<file path="config.mk">
export PLATFORM = sky130hd
export DESIGN_NAME = serial_word_queue_flat
export DESIGN_NICKNAME = d
export VERILOG_FILES = /design/src/rtl/serial_word_queue_if.sv /design/src/rtl/serial_word_queue.sv /design/src/flat_wrapper.sv
export SDC_FILE = /design/constraint.sdc
export NUM_CORES = 1
export LEC_CHECK = 0
export BUFFER_PORTS_ARGS = -buffer_cell sky130_fd_sc_hd__buf_4
export CAP_MARGIN = 10
export CORE_UTILIZATION = 54
export DETAILED_ROUTE_END_ITERATION = 12
export GPL_TIMING_DRIVEN = 0
export PLACE_DENSITY = 0.71
export SYNTH_ARGS = -nofsm -noshare
export SYNTH_HDL_FRONTEND = slang
export SYNTH_SLANG_ARGS = --single-unit
</file>
<file path="constraint.sdc">
create_clock -name clock1M -period 3.27 [get_ports clock1M]
set_input_delay 0.1635 -clock clock1M [delete_from_list [all_inputs] [get_ports clock1M]]
set_output_delay 0.1635 -clock clock1M [all_outputs]
set_load 0.01 [all_outputs]
</file>
<file path="src/rtl/serial_word_queue_if.sv">
// Signal bundle between a serial word producer/consumer and serial_word_queue.
// The queue side uses the slave modport; the environment driving strobes uses master.
interface serial_word_queue_if #(
   parameter int DEPTH = 8
);
   localparam int CW = $clog2(DEPTH) + 1;

   // Strobe semantics: write_in and dequeue_in are level inputs; the queue acts once on
   // each 0->1 transition it samples, so holding a strobe high never repeats the action.
   logic          data_in;
   logic          write_in;
   logic          dequeue_in;
   logic          data_out;
   logic          data_valid;
   logic          status_out;
   logic          full;
   logic [CW-1:0] count;
   logic          overflow;
   logic          fsm_state;

   modport master (
      output data_in, write_in, dequeue_in,
      input  data_out, data_valid, status_out, full, count, overflow, fsm_state
   );

   modport slave (
      input  data_in, write_in, dequeue_in,
      output data_out, data_valid, status_out, full, count, overflow, fsm_state
   );
endinterface

</file>
<file path="src/rtl/serial_word_queue.sv">
// Serial-in/serial-out word queue: MSB-first deserializer, DEPTH-entry FIFO, timed serializer.
// Optional trailing even-parity bit on replay when SERIAL_WORD_QUEUE_PARITY_EN is defined.
module serial_word_queue #(
   parameter int WIDTH      = 8,
   parameter int DEPTH      = 8,
   parameter int BIT_CYCLES = 10
) (
   input  logic                clock1M,
   input  logic                reset,
   serial_word_queue_if.slave  bus
);

   localparam int AW  = $clog2(DEPTH);
   localparam int CW  = AW + 1;
   localparam int BCW = $clog2(WIDTH + 1);
   localparam int CCW = $clog2(BIT_CYCLES + 1);
`ifdef SERIAL_WORD_QUEUE_PARITY_EN
   localparam int SW  = WIDTH + 1;
`else
   localparam int SW  = WIDTH;
`endif
   localparam int SIW = $clog2(SW + 1);

   localparam logic [CW-1:0]  DEPTH_C   = CW'(DEPTH);
   localparam logic [BCW-1:0] BIT_LAST  = BCW'(WIDTH - 1);
   localparam logic [CCW-1:0] CYC_LAST  = CCW'(BIT_CYCLES - 1);
   localparam logic [SIW-1:0] SLOT_LAST = SIW'(SW - 1);

   typedef enum logic {
      IDLE  = 1'b0,
      SHIFT = 1'b1
   } ser_state_t;

   ser_state_t state, next_state;

   logic             write_q, deq_q;
   logic             write_rise, deq_rise;
   logic [WIDTH-2:0] asm_reg;
   logic [BCW-1:0]   bit_cnt;
   logic [WIDTH-1:0] next_word;
   logic             word_done;

   logic [WIDTH-1:0] mem [DEPTH];
   logic [AW-1:0]    wr_ptr, rd_ptr;
   logic [CW-1:0]    count_r;
   logic             full_c, not_empty;
   logic             push, pop;
   logic             overflow_r;
   logic [WIDTH-1:0] head;
   logic [SW-1:0]    load_word;

   logic [SW-1:0]    shift_reg;
   logic [CCW-1:0]   cyc_cnt;
   logic [SIW-1:0]   slot;
   logic             last_cycle;
   logic             data_out_c, data_valid_c;

   // ---------------- strobe edge detection ----------------
   always_ff @(posedge clock1M or negedge reset) begin
      if (!reset) begin
         write_q <= 1'b0;
         deq_q   <= 1'b0;
      end else begin
         write_q <= bus.write_in;
         deq_q   <= bus.dequeue_in;
      end
   end

   assign write_rise = bus.write_in & ~write_q;
   assign deq_rise   = bus.dequeue_in & ~deq_q;

   // ---------------- deserializer ----------------
   // Only WIDTH-1 bits are stored; the final bit completes the word straight from data_in.
   assign next_word = {asm_reg, bus.data_in};
   assign word_done = write_rise && (bit_cnt == BIT_LAST);

   always_ff @(posedge clock1M or negedge reset) begin
      if (!reset) begin
         asm_reg <= '0;
         bit_cnt <= '0;
      end else if (write_rise) begin
         asm_reg <= next_word[WIDTH-2:0];
         bit_cnt <= word_done ? '0 : bit_cnt + 1'b1;
      end
   end

   // ---------------- FIFO ----------------
   // Full is judged on the pre-update count, so a same-cycle pop cannot make room for a push.
   assign full_c    = (count_r == DEPTH_C);
   assign not_empty = (count_r != '0);
   assign push      = word_done && !full_c;
   assign pop       = (state == IDLE) && deq_rise && not_empty;
   assign head      = mem[rd_ptr];

   always_ff @(posedge clock1M) begin
      if (push) begin
         mem[wr_ptr] <= next_word;
      end
   end

   always_ff @(posedge clock1M or negedge reset) begin
      if (!reset) begin
         wr_ptr     <= '0;
         rd_ptr     <= '0;
         count_r    <= '0;
         overflow_r <= 1'b0;
      end else begin
         if (push) begin
            wr_ptr <= wr_ptr + 1'b1;
         end
         if (pop) begin
            rd_ptr <= rd_ptr + 1'b1;
         end
         unique case ({push, pop})
            2'b10:   count_r <= count_r + 1'b1;
            2'b01:   count_r <= count_r - 1'b1;
            default: count_r <= count_r;
         endcase
         if (word_done && full_c) begin
            overflow_r <= 1'b1;
         end
      end
   end

`ifdef SERIAL_WORD_QUEUE_PARITY_EN
   assign load_word = {head, ^head};
`else
   assign load_word = head;
`endif

   // ---------------- serializer datapath ----------------
   assign last_cycle = (state == SHIFT) && (cyc_cnt == CYC_LAST) && (slot == SLOT_LAST);

   always_ff @(posedge clock1M or negedge reset) begin
      if (!reset) begin
         shift_reg <= '0;
         cyc_cnt   <= '0;
         slot      <= '0;
      end else if (pop) begin
         shift_reg <= load_word;
         cyc_cnt   <= '0;
         slot      <= '0;
      end else if (state == SHIFT) begin
         if (cyc_cnt == CYC_LAST) begin
            cyc_cnt   <= '0;
            shift_reg <= {shift_reg[SW-2:0], 1'b0};
            slot      <= slot + 1'b1;
         end else begin
            cyc_cnt <= cyc_cnt + 1'b1;
         end
      end
   end

   // ---------------- serializer FSM ----------------
   always_ff @(posedge clock1M or negedge reset) begin
      if (!reset) begin
         state <= IDLE;
      end else begin
         state <= next_state;
      end
   end

   always_comb begin
      next_state = state;
      unique case (state)
         IDLE:    if (pop) next_state = SHIFT;
         SHIFT:   if (last_cycle) next_state = IDLE;
         default: next_state = IDLE;
      endcase
   end

   always_comb begin
      data_out_c   = 1'b0;
      data_valid_c = 1'b0;
      if (state == SHIFT) begin
         data_valid_c = 1'b1;
         data_out_c   = shift_reg[SW-1];
      end
   end

   assign bus.data_out   = data_out_c;
   assign bus.data_valid = data_valid_c;
   assign bus.status_out = not_empty;
   assign bus.full       = full_c;
   assign bus.count      = count_r;
   assign bus.overflow   = overflow_r;
   assign bus.fsm_state  = state;

endmodule

</file>
<file path="src/flat_wrapper.sv">
// flat-port wrapper written by rule: the top's interface ports become plain ports
module serial_word_queue_flat 
#(
   parameter int WIDTH      = 8,
   parameter int DEPTH      = 8,
   parameter int BIT_CYCLES = 10
)
  (clock1M, reset, bus_data_in, bus_write_in, bus_dequeue_in, bus_data_out, bus_data_valid, bus_status_out, bus_full, bus_count, bus_overflow, bus_fsm_state);
  serial_word_queue_if #(.DEPTH(DEPTH)) bus_i ();
  input  logic clock1M;
  input  logic reset;
  input wire logic [$bits(bus_i.data_in)-1:0] bus_data_in;
  input wire logic [$bits(bus_i.write_in)-1:0] bus_write_in;
  input wire logic [$bits(bus_i.dequeue_in)-1:0] bus_dequeue_in;
  output wire logic [$bits(bus_i.data_out)-1:0] bus_data_out;
  output wire logic [$bits(bus_i.data_valid)-1:0] bus_data_valid;
  output wire logic [$bits(bus_i.status_out)-1:0] bus_status_out;
  output wire logic [$bits(bus_i.full)-1:0] bus_full;
  output wire logic [$bits(bus_i.count)-1:0] bus_count;
  output wire logic [$bits(bus_i.overflow)-1:0] bus_overflow;
  output wire logic [$bits(bus_i.fsm_state)-1:0] bus_fsm_state;
  assign bus_i.data_in = bus_data_in;
  assign bus_i.write_in = bus_write_in;
  assign bus_i.dequeue_in = bus_dequeue_in;
  assign bus_data_out = bus_i.data_out;
  assign bus_data_valid = bus_i.data_valid;
  assign bus_status_out = bus_i.status_out;
  assign bus_full = bus_i.full;
  assign bus_count = bus_i.count;
  assign bus_overflow = bus_i.overflow;
  assign bus_fsm_state = bus_i.fsm_state;
  serial_word_queue #(.WIDTH(WIDTH), .DEPTH(DEPTH), .BIT_CYCLES(BIT_CYCLES)) u_core (.clock1M(clock1M), .reset(reset), .bus(bus_i));
endmodule
</file>
# Word-level counts from Yosys, hierarchy flattened
# Memory sizes are Yosys's and may differ from the RTL's.
# Cells that the tools add are included.
# op_classes
n_reduce_logical,13
n_addsub,7
n_mux,18
bitwise_logic,5
eq_ne,6
# ops
cell,count
2-to-1 mux 4 bit,7
2-to-1 mux 8 bit,3
"adder 4 x 1 -> 4 bit, second input constant",4
"== test 4 x 3 -> 1 bit, second input constant",2
"== test 4 bit, second input constant",2
case mux 4 bit (2 select lines),1
logical AND 1 bit,7
"adder 3 x 1 -> 3 bit, second input constant",2
2-to-1 mux 1 bit,6
nonzero test 2 bit,3
nonzero test 4 bit,1
"subtractor 4 x 1 -> 4 bit, second input constant",1
inverter 1 bit,3
bitwise AND 1 bit,2
"== test 2 x 1 -> 1 bit, second input constant",1
"== test 2 bit, second input constant",1
case mux 1 bit (2 select lines),1
AND reduction 2 bit,1
zero test 1 bit,1
# totals
inputBits,5
ram_bits,64
memories,1
ff_bits,41
wordCells,62
# memory_table
name,depth,width,read_ports,rd_ports_with_merged_regs,write_ports,line,text
u_core.mem,8,8,1,0,1,serial_word_queue.sv:43,logic [WIDTH-1:0] mem [DEPTH];

# Depth between registers and ports, before layout
# depth
depth_word,6
mapped_depth,13

# Worst setup path after synthesis
# No wires, ideal clock.
# synth_timing
path_kind,flip-flop to flip-flop
startpoint,reg u_core.count_r[2] (netlist: u_core.bus.count[2])
endpoint,reg u_core.count_r[2] (netlist: u_core.bus.count[2])
period_less_slack_ps,2432
path_buffers,2
arrival_time_ps,2300
path_stages_with_launch,13
setup_slack_ps,838
cell_sequence,dfrtp_1 > nor4_2 > or3_1 > buf_4 > inv_2 > buf_4 > ha_1 > xor2_1 > ha_1 > a21oi_1 > xor2_1 > nor2_1 > xor2_1
# synth_rtl
item,line,text
from (decl),serial_word_queue.sv:45,logic [CW-1:0] count_r;
from (signal assigned),serial_word_queue.sv:115,2'b10: count_r <= count_r + 1'b1;
from (signal assigned),serial_word_queue.sv:116,2'b01: count_r <= count_r - 1'b1;
from (signal assigned),serial_word_queue.sv:117,default: count_r <= count_r;
nonzero test 4 bit *,serial_word_queue.sv:90,assign not_empty = (count_r != '0);
logical AND 1 bit *,serial_word_queue.sv:92,assign pop = (state == IDLE) && deq_rise && not_empty;
named net u_core.pop,serial_word_queue.sv:47,"logic push, pop;"
== test 2 x 1 -> 1 bit / == test 2 bit (equally long branches),serial_word_queue.sv:114,"unique case ({push, pop})"
case mux 4 bit (2 select lines) / nonzero test 2 bit (equally long branches),--,
# Mark *: on every way through the listed nets, which the timed path passes. The rest lies on a longest branch.
# A chain may end at the register's enable or synchronous reset.

# Final worst setup path
# Same ends and word-level chain as after synthesis.

==> qor.yml <==
routing:
  ant_nets: 0
  drt_first_pass_iters: 4
  vias: 2439
  drt_iter0_drc: 139
  routedWlPerCell_um: 18.4
  vias_per_cell: 5.67
  drt_wl_total_um: 7900
  drc: 0
yosys:
  synth.cell_area_um2: 4340
  synth_common_cells: "edfxtp_1, nand2_1, dfrtp_1"
  syn_nets: 307
  synth_edf_count: 64
  yosysWarningCount: 0
  yosysTopAreaCell: "edfxtp_1"
  async_reset_ff_frac: 0.390
  synth_area_leaders: "edfxtp_1, dfrtp_1, mux4_2"
  seq_area_frac_synth: 0.680
  synth_area_per_cell_um2: 14.8
  netlist_instances: 293
  yosys_register_bits: 105
  yosys.area.top_type_share: 0.443
  ys.flop_type: "edfxtp_1"
  yosysMostFrequentCell: "edfxtp_1"
  synth_cell_types: 37
global_routing:
  grt_overflow: 0
  grt_pass1_vias: 2477
  grt_antenna_before_repair: 0
  grt_max_degree: 42
  grtUsageTotal: 0.211
  grt_pass1_wl_um: 12900
final_layout:
  diodes: 0
  multiInputGateArea_um2: 1300
  nNetsFinal: 337
  register_area_um2: 2950
  syn2layout_area_growth_pct: 11.5
  drive_gt1_frac: 0.192
  largest_reg_flops: 64
  fin_util: 0.623
  fill_cells: 583
setup_path:
  r2r_start: "u_core.bus.count[2]$_DFFE_PN0P_"
  worstSetupEndpointType: "register"
  crit_chain: "nor4_2, or3_1, buf_4, inv_2, buf_4, ha_1, xor2_1, ha_1, a21oi_1, xor2_1, nor2_1, xor2_1"
  worst_ep_arrival_time_ps: 2940
  critPathLaunchType: "register"
  critPathLaunch: "u_core.bus.count[2]$_DFFE_PN0P_"
  worst_path_max_delay_cell: "dfrtp_1"
  cp_max_fo: 11
  cp_num_buf_inv: 3
  cpPeakStageDelay_ps: 480
  crit_required_ps: 3520
  worst_path_dominant_cell_family: "simple AND/OR/NAND/NOR gates"
  worstSetupPathType: "reg2reg"
  cp_common_cell: "xor2_1"
place:
  port_buffers: 14
  place_congestion: 0.732
  dp_hpwl_um: 5230
pwr:
  netSwitchingFraction: 0.307
  power.net_switching_uw: 1120
  p_int_uw: 2520
  p_leak_uw: 0.00188
  combinationalPowerShare: 0.254
  pwr_density_cell_nw_per_um2: 751
  pwr-share-clk: 0.236
  peakVddDrop_uv: 481
  p_seq_frac: 0.509
die:
  row_count: 32
  die_w_um: 91.6
  ios: 15
  core_area_um2: 7770
  start_util: 0.558
  dieArea_um2: 8400
  die_h_um: 91.6
clock_network:
  root_buffer: "clkbuf_8"
  htree_levels: 3
  insertion_delay_ps: 370
  cts_resized: 0
  cts_tree: "done"
  cts_buffers: 9
  clkTransAtPathRegs_ps: 100
  clockBufferDepth: 2
  clock_sinks: 105
timing:
  rsz0062_at_grt: "false"
  finalCriticalPeriod_ps: 2690
  worst_pin_slew_ps: 1090
  setup_tns_ps: 0
  fin_worst_skew_ps: 14.1
  maxSlewHeadroom: 0.264
  finalHoldViolCount: 0
  setup_viol: 0
  drv_slew: 0
  min_period_over_period: 0.822
  fmax_mhz: 372
worst_hold_path:
  hp-start: "bus_data_in"
  worstHoldPathType: "in2reg"
job:
  maxCapViolCount: 0
outcome:
  status: "completed"
[cell usage in the layout (no fill, tap or decap), types with 4 or more instances in the layout]
cell      synthesis  routed
nor2_1           16      16
buf_4             3      17
xor2_1            7       7
nor3_1            4       4
mux4_2           16      16
nand2_1          52      52
xnor2_1           5       5
clkbuf_1          6       7
nand2b_1          5       5
ha_1              9       9
clkbuf_8          0       9
a21oi_1           4       4
a32oi_1          12      12
edfxtp_1         64      64
nand3_1           7       7
o21ai_0           5       5
buf_2             6       8
dfrtp_1          41      41
[stage by stage]
stage / cell area (µm²) / hold WS [ps] / cells / total power [µW] / setup WS, ps
global placement: 4570 / 185 / 409 / 2770 / 453
finish: 4840 / 47.2 / 430 / 3630 / 582
CTS: 4840 / 36.6 / 430 / 3660 / 558
detailed placement: 4580 / 186 / 411 / 2810 / 575
global route: 4840 / 34.4 / 430 / 3840 / 345
floorplan: 4340 / -132 / 293 / 2510 / 838
[what timing repair did]
action	in CTS	in global routing
hold endpoints to repair	43	0
setup buffers	0	0
hold buffers	3	0
setup endpoints to repair	0	0
[per-layer routing]
layer	global-route usage	up-vias	wire (µm)
li1	-	1148	-
met1	0.285	1225	3310
met2	0.346	62	4180
met3	0.0448	4	362
met4	0.0675	0	50
met5	0	-	0
[cell families after synthesis]
kind of cell / share of synthesized area
flip-flops: 0.680
AND/OR/NAND/NOR: 0.111
XOR/XNOR: 0.0242
adder cells (fa/ha/maj): 0.0260
AO/OA/AOI/OAI: 0.0433
multiplexers: 0.0955
buffers and inverters: 0.0208
[power groups by stage]
stage | sequential, µW | clock [µW] | combinational [µW]
floorplan | 1830 | 0 | 681
global placement | 1860 | 0 | 909
detailed placement | 1880 | 0 | 935
CTS | 1850 | 872 | 942
global route | 1880 | 917 | 1040
finish | 1850 | 858 | 925
[area by class of cell]
cell class	count	area share
sequential	105	0.609
multi-input combinational	169	0.269
clock buffer	11	0.0316
timing repair buffer	19	0.0300
tap	102	0.0264
buffer	15	0.0155
clock inverter	5	0.0153
inverter	4	0.00310
[final timing paths]
path                                                         to  slack [ps]  cells past startpoint
worst max-delay path            u_core.bus.count[2]$_DFFE_PN0P_         580                     12
min in group asynchronous         u_core.asm_reg[2]$_DFFE_PN0P_         320                      2
worst min register to register  u_core.bus.overflow$_DFFE_PN0P_         480                      1
max in group asynchronous       u_core.shift_reg[0]$_DFFE_PN0P_        2550                      2
worst min-delay path                 u_core.mem[3][0]$_DFFE_PP_          50                      1
worst max register to register  u_core.bus.count[2]$_DFFE_PN0P_         580                     12
Power figures use the tool's default switching activity.
